--- src/rtl/fifo_wptr_gray_if.sv ---
// Write-side bundle of the dual-clock FIFO pointer block: producer handshake,
// synchronized read pointer in, storage write port and CDC pointer out.
interface fifo_wptr_gray_if #(
    parameter int width_p = 5
);
    logic               valid_i;
    logic               ready_o;
    logic [width_p-1:0] rptr_gray_sync_i;
    logic               wen_o;
    logic [width_p-2:0] waddr_o;
    logic [width_p-1:0] wptr_gray_o;
    logic               full_o;
    logic [width_p-1:0] count_o;

    modport slave (
        input  valid_i, rptr_gray_sync_i,
        output ready_o, wen_o, waddr_o, wptr_gray_o, full_o, count_o
    );

    modport master (
        output valid_i, rptr_gray_sync_i,
        input  ready_o, wen_o, waddr_o, wptr_gray_o, full_o, count_o
    );
endinterface

--- src/rtl/fifo_wptr_gray.sv ---
// Write-domain pointer of a dual-clock FIFO: binary write pointer, registered
// Gray copy for the read-domain synchronizer, registered full flag and occupancy.
module fifo_wptr_gray #(
    parameter int width_p = 5
) (
    input  logic              clk_i,
    input  logic              reset_i,
    fifo_wptr_gray_if.slave   wr_if
);
    // Full when the Gray pointers differ in exactly the top two bits.
    localparam logic [width_p-1:0] FullMask = width_p'(3) << (width_p - 2);

    logic [width_p-1:0] wptr_bin_q, wptr_bin_d;
    logic [width_p-1:0] wptr_gray_q, wptr_gray_d;
    logic               full_q, full_d;
    logic [width_p-1:0] rptr_bin;
    logic               fire;

    assign fire        = wr_if.valid_i & ~full_q;
    assign wptr_bin_d  = wptr_bin_q + width_p'(fire);
    assign wptr_gray_d = wptr_bin_d ^ (wptr_bin_d >> 1);
    assign full_d      = (wptr_gray_d == (wr_if.rptr_gray_sync_i ^ FullMask));

    // Each binary bit is the XOR of all Gray bits at and above it.
    always_comb begin
        rptr_bin = '0;
        for (int i = 0; i < width_p; i++) begin
            rptr_bin[i] = ^(wr_if.rptr_gray_sync_i >> i);
        end
    end

    always_ff @(posedge clk_i or posedge reset_i) begin
        if (reset_i) begin
            wptr_bin_q  <= '0;
            wptr_gray_q <= '0;
            full_q      <= 1'b0;
        end else begin
            wptr_bin_q  <= wptr_bin_d;
            wptr_gray_q <= wptr_gray_d;
            full_q      <= full_d;
        end
    end

    assign wr_if.ready_o     = ~full_q;
    assign wr_if.wen_o       = fire;
    assign wr_if.waddr_o     = wptr_bin_q[width_p-2:0];
    assign wr_if.wptr_gray_o = wptr_gray_q;
    assign wr_if.full_o      = full_q;
    assign wr_if.count_o     = wptr_bin_q - rptr_bin;
endmodule
--- src/flat_wrapper.sv ---
// flat-port wrapper written by rule: the top's interface ports become plain ports
module fifo_wptr_gray_flat 
#(
    parameter int width_p = 5
)
  (clk_i, reset_i, wr_if_valid_i, wr_if_rptr_gray_sync_i, wr_if_ready_o, wr_if_wen_o, wr_if_waddr_o, wr_if_wptr_gray_o, wr_if_full_o, wr_if_count_o);
  fifo_wptr_gray_if #(.width_p(width_p)) wr_if_i ();
  input  logic clk_i;
  input  logic reset_i;
  input wire logic [$bits(wr_if_i.valid_i)-1:0] wr_if_valid_i;
  input wire logic [$bits(wr_if_i.rptr_gray_sync_i)-1:0] wr_if_rptr_gray_sync_i;
  output wire logic [$bits(wr_if_i.ready_o)-1:0] wr_if_ready_o;
  output wire logic [$bits(wr_if_i.wen_o)-1:0] wr_if_wen_o;
  output wire logic [$bits(wr_if_i.waddr_o)-1:0] wr_if_waddr_o;
  output wire logic [$bits(wr_if_i.wptr_gray_o)-1:0] wr_if_wptr_gray_o;
  output wire logic [$bits(wr_if_i.full_o)-1:0] wr_if_full_o;
  output wire logic [$bits(wr_if_i.count_o)-1:0] wr_if_count_o;
  assign wr_if_i.valid_i = wr_if_valid_i;
  assign wr_if_i.rptr_gray_sync_i = wr_if_rptr_gray_sync_i;
  assign wr_if_ready_o = wr_if_i.ready_o;
  assign wr_if_wen_o = wr_if_i.wen_o;
  assign wr_if_waddr_o = wr_if_i.waddr_o;
  assign wr_if_wptr_gray_o = wr_if_i.wptr_gray_o;
  assign wr_if_full_o = wr_if_i.full_o;
  assign wr_if_count_o = wr_if_i.count_o;
  fifo_wptr_gray #(.width_p(width_p)) u_core (.clk_i(clk_i), .reset_i(reset_i), .wr_if(wr_if_i));
endmodule
--- config.mk ---
export PLATFORM = sky130hd
export DESIGN_NAME = fifo_wptr_gray_flat
export DESIGN_NICKNAME = d
export VERILOG_FILES = /design/src/rtl/fifo_wptr_gray_if.sv /design/src/rtl/fifo_wptr_gray.sv /design/src/flat_wrapper.sv
export SDC_FILE = /design/constraint.sdc
export NUM_CORES = 1
export LEC_CHECK = 0
export CAP_MARGIN = 20
export CORE_MARGIN = 10
export CORE_UTILIZATION = 45
export DETAILED_ROUTE_END_ITERATION = 7
export GPL_ROUTABILITY_DRIVEN = 0
export MAX_ROUTING_LAYER = met4
export PLACE_DENSITY = 0.77
export SYNTH_ARGS = -nofsm -noshare
export SYNTH_HDL_FRONTEND = slang
export SYNTH_SLANG_ARGS = --single-unit
--- constraint.sdc ---
create_clock -name clk_i -period 4.4 [get_ports clk_i]
set_input_delay 1.1 -clock clk_i [delete_from_list [all_inputs] [get_ports clk_i]]
set_output_delay 1.1 -clock clk_i [all_outputs]
set_load 0.01 [all_outputs]
==> impl_metrics.toml <==
[route]
routedWlPerCell_microns = 14.00
drc = 0
vias_per_cell = 4.606
drtPass1Iterations = 4
num_vias = 631
drtIter0Drc = 16
wl_microns = 1918
antenna_left = 0

[layout]
nets = 128
fin_area_sq_um = 1202
drive_above_1_share_pct = 25.00
final_util_pct = 70.40
stdcell_count = 137
area_delta_synth_final_pct = 48.53
final_cell_mix = "clkdlybuf4s50_1, xnor2_1, buf_4"
antenna_cells = 0
final_common_cell = "clkdlybuf4s50_1"

[yosys]
synth-async-reset-ratio_pct = 100.0
ys_seq_elements = 10
synth_edf_count = 0
ys.warnings.count = 0
synth.net_count = 92
ys.flop_type = "dfrtp_1"
yosysSeqAreaShare_pct = 30.91
syn_area_per_cell_sq_um = 10.51
synthDistinctLibCells = 31
netlist_area_sq_um = 809.5
synth_cells = 77

[grt]
antenna_found_initial = 0
gr-usage-all-layers_pct = 9.752
grt_pass1_wl_microns = 3091
grt_pass1_vias = 668
grt-ovfl-total = 0
grt_start_max_net_pins = 13

[worst_setup_path]
crit_required_ps = 3300
cp.arrival_ps = 3210
cp_max_fo = 2
cpPeakStageDelay_ps = 260
slowest_stage = "dlygate4sd2_1"
critPathKind = "in2out"
cp_cell_sequence = "dlygate4sd2_1 > xnor2_2 > xor2_2 > xor2_2 > xnor2_1 > ha_2 > fa_2 > inv_1 > a21o_1 > a21oi_2 > xnor2_1 > buf_2"
startpoint_type = "primary input"
end_kind = "primary output"

[floorplan]
initial_core_util_pct = 47.40
dieArea_sq_um = 3896
ios = 25
core.rowCount = 15
core_area_sq_um = 1708
dieHeight_microns = 62.42
fp.dieW_microns = 62.42

[place]
dp_hpwl_microns = 1515
dp.cells = 130
dpl_cell_area_sq_um = 1119
io_buffers = 24

[outcome]
outcome = "finished clean"

[timing]
clock_skew_ps = 3.888
fmax_mhz = 231.9
slew_headroom_pct = 71.84
tightest_slew_ps = 422.4
final.period_utilization_pct = 98.00
finalSetupTns_ps = 0
period_minus_slack_ps = 4312
drv_slew = 0
setup_viol = 0
finalHoldViolations = 0

[clock_network]
cts.sinks = 10
clkLatencyLatePin_ps = 260
numCtsBuffers = 3
h-tree-depth = 1
ctsLongestPathBuffers = 2
cts.hold.buffers_added = 0
path_clk_slew_ps = 60
cts_tree = "built"
cts_root_buf = "clkbuf_4"

[pwr]
p_sw_share_pct = 41.76
pwr-share-comb_pct = 69.7
pwr_density_cell_nw_per_um2 = 814.6
intPower_uw = 570.5
pwr-share-seq_pct = 22.2
switchingPower_uw = 409.0
p_leak_nw = 0.5536
power.share.clock_pct = 8.1
peakVddDrop_mv = 0.4978

[run]
drv_cap = 0

[hold_path]
hp-class = "reg2reg"
[cell type report]
cell class,instances,area [sq um]
well taps,25,31.28
multi-input cells,53,526.8
inverters,9,33.78
flip-flops and latches,10,250.2
fillers,136,505.5
repair buffers,36,324.1
clock buffers,4,36.28
[worst max-delay path, delay by kind of cell]
kind / cells / cell delay (ps)
AO/OA/AOI/OAI: 2 / 350
adder cells (fa/ha/maj): 2 / 430
buffers and inverters: 3 / 450
XOR/XNOR: 5 / 890
[flip-flops by register name (all words and copies together) (netlist names)]
name,count
u_core.wr_if.full_o,1
u_core.wr_if.wptr_gray_o,4
u_core.wptr_bin_q,5
[per-stage QoR]
stage	total power [mW]	hold WS, ps	setup WS (ps)
6_report	0.9795	642.6	88.09
3_5_place_dp	0.9248	631.9	-644.4
4_1_cts	0.9857	648.0	14.67
3_3_place_gp	0.9030	603.8	-556.8
5_1_grt	1.068	703.8	-16.19
2_1_floorplan	0.6291	629.2	371.6
[synthesized netlist by cell type, types with 2 or more instances]
cell type	instances	area, sq um
a21o_1	2	15.01
a21oi_1	2	10.01
buf_2	2	10.01
dfrtp_1	10	250.2
ha_1	6	75.07
inv_1	9	33.78
nand2_1	2	7.510
nand3_1	2	10.01
xnor2_1	15	131.4
xor2_1	6	52.55
[routing by layer]
layer	GRT usage (%)	part of all wire, %	vias up
li1	-	-	325
met1	10.21	41	293
met2	17.82	54	13
met3	2.867	5.4	0
met4	1.676	0	0
met5	-	0	-
[timing repair]
item,CTS,global route
endpoints found under the hold margin,0,0
endpoints found under the setup margin,4,4
setup buffers,1,2
resized for setup,14,4
pin swaps,4,7
gates cloned,0,0
[power groups by stage]
stage | Combinational (mW) | Clock, mW | Sequential [mW]
final | 0.683 | 0.0796 | 0.217
after global routing | 0.751 | 0.0908 | 0.226
after detailed placement | 0.705 | 0 | 0.220
after global placement | 0.686 | 0 | 0.217
after floorplan | 0.429 | 0 | 0.200
after CTS | 0.683 | 0.0839 | 0.218
[worst paths after layout]
path	startpoint	to	slack (ps)	cells past startpoint
min	u_core.wptr_bin_q[4]$_DFF_PP0_	u_core.wptr_bin_q[4]$_DFF_PP0_	640	1
max	wr_if_rptr_gray_sync_i[3]	wr_if_count_o[4]	90	12
min in group asynchronous	reset_i	u_core.wr_if.wptr_gray_o[3]$_DFF_PP0_	1110	2
min reg2reg	u_core.wptr_bin_q[4]$_DFF_PP0_	u_core.wptr_bin_q[4]$_DFF_PP0_	640	1
max in group asynchronous	reset_i	u_core.wptr_bin_q[0]$_DFF_PP0_	3030	2
max reg2reg	u_core.wr_if.full_o$_DFF_PP0_	u_core.wr_if.full_o$_DFF_PP0_	2040	7
[kinds of logic after synthesis]
group | after synthesis | synth area share, %
DFF | 10 | 30.91
and+or+nand+nor | 10 | 7.420
buffers and inverters | 14 | 7.881
muxes | 1 | 1.237
adders and majority gates | 7 | 11.75
AOI/OAI and AO/OA | 12 | 14.07
xor gates and xnor gates | 23 | 26.74
Note: power is estimated with default switching activity, not from simulation.
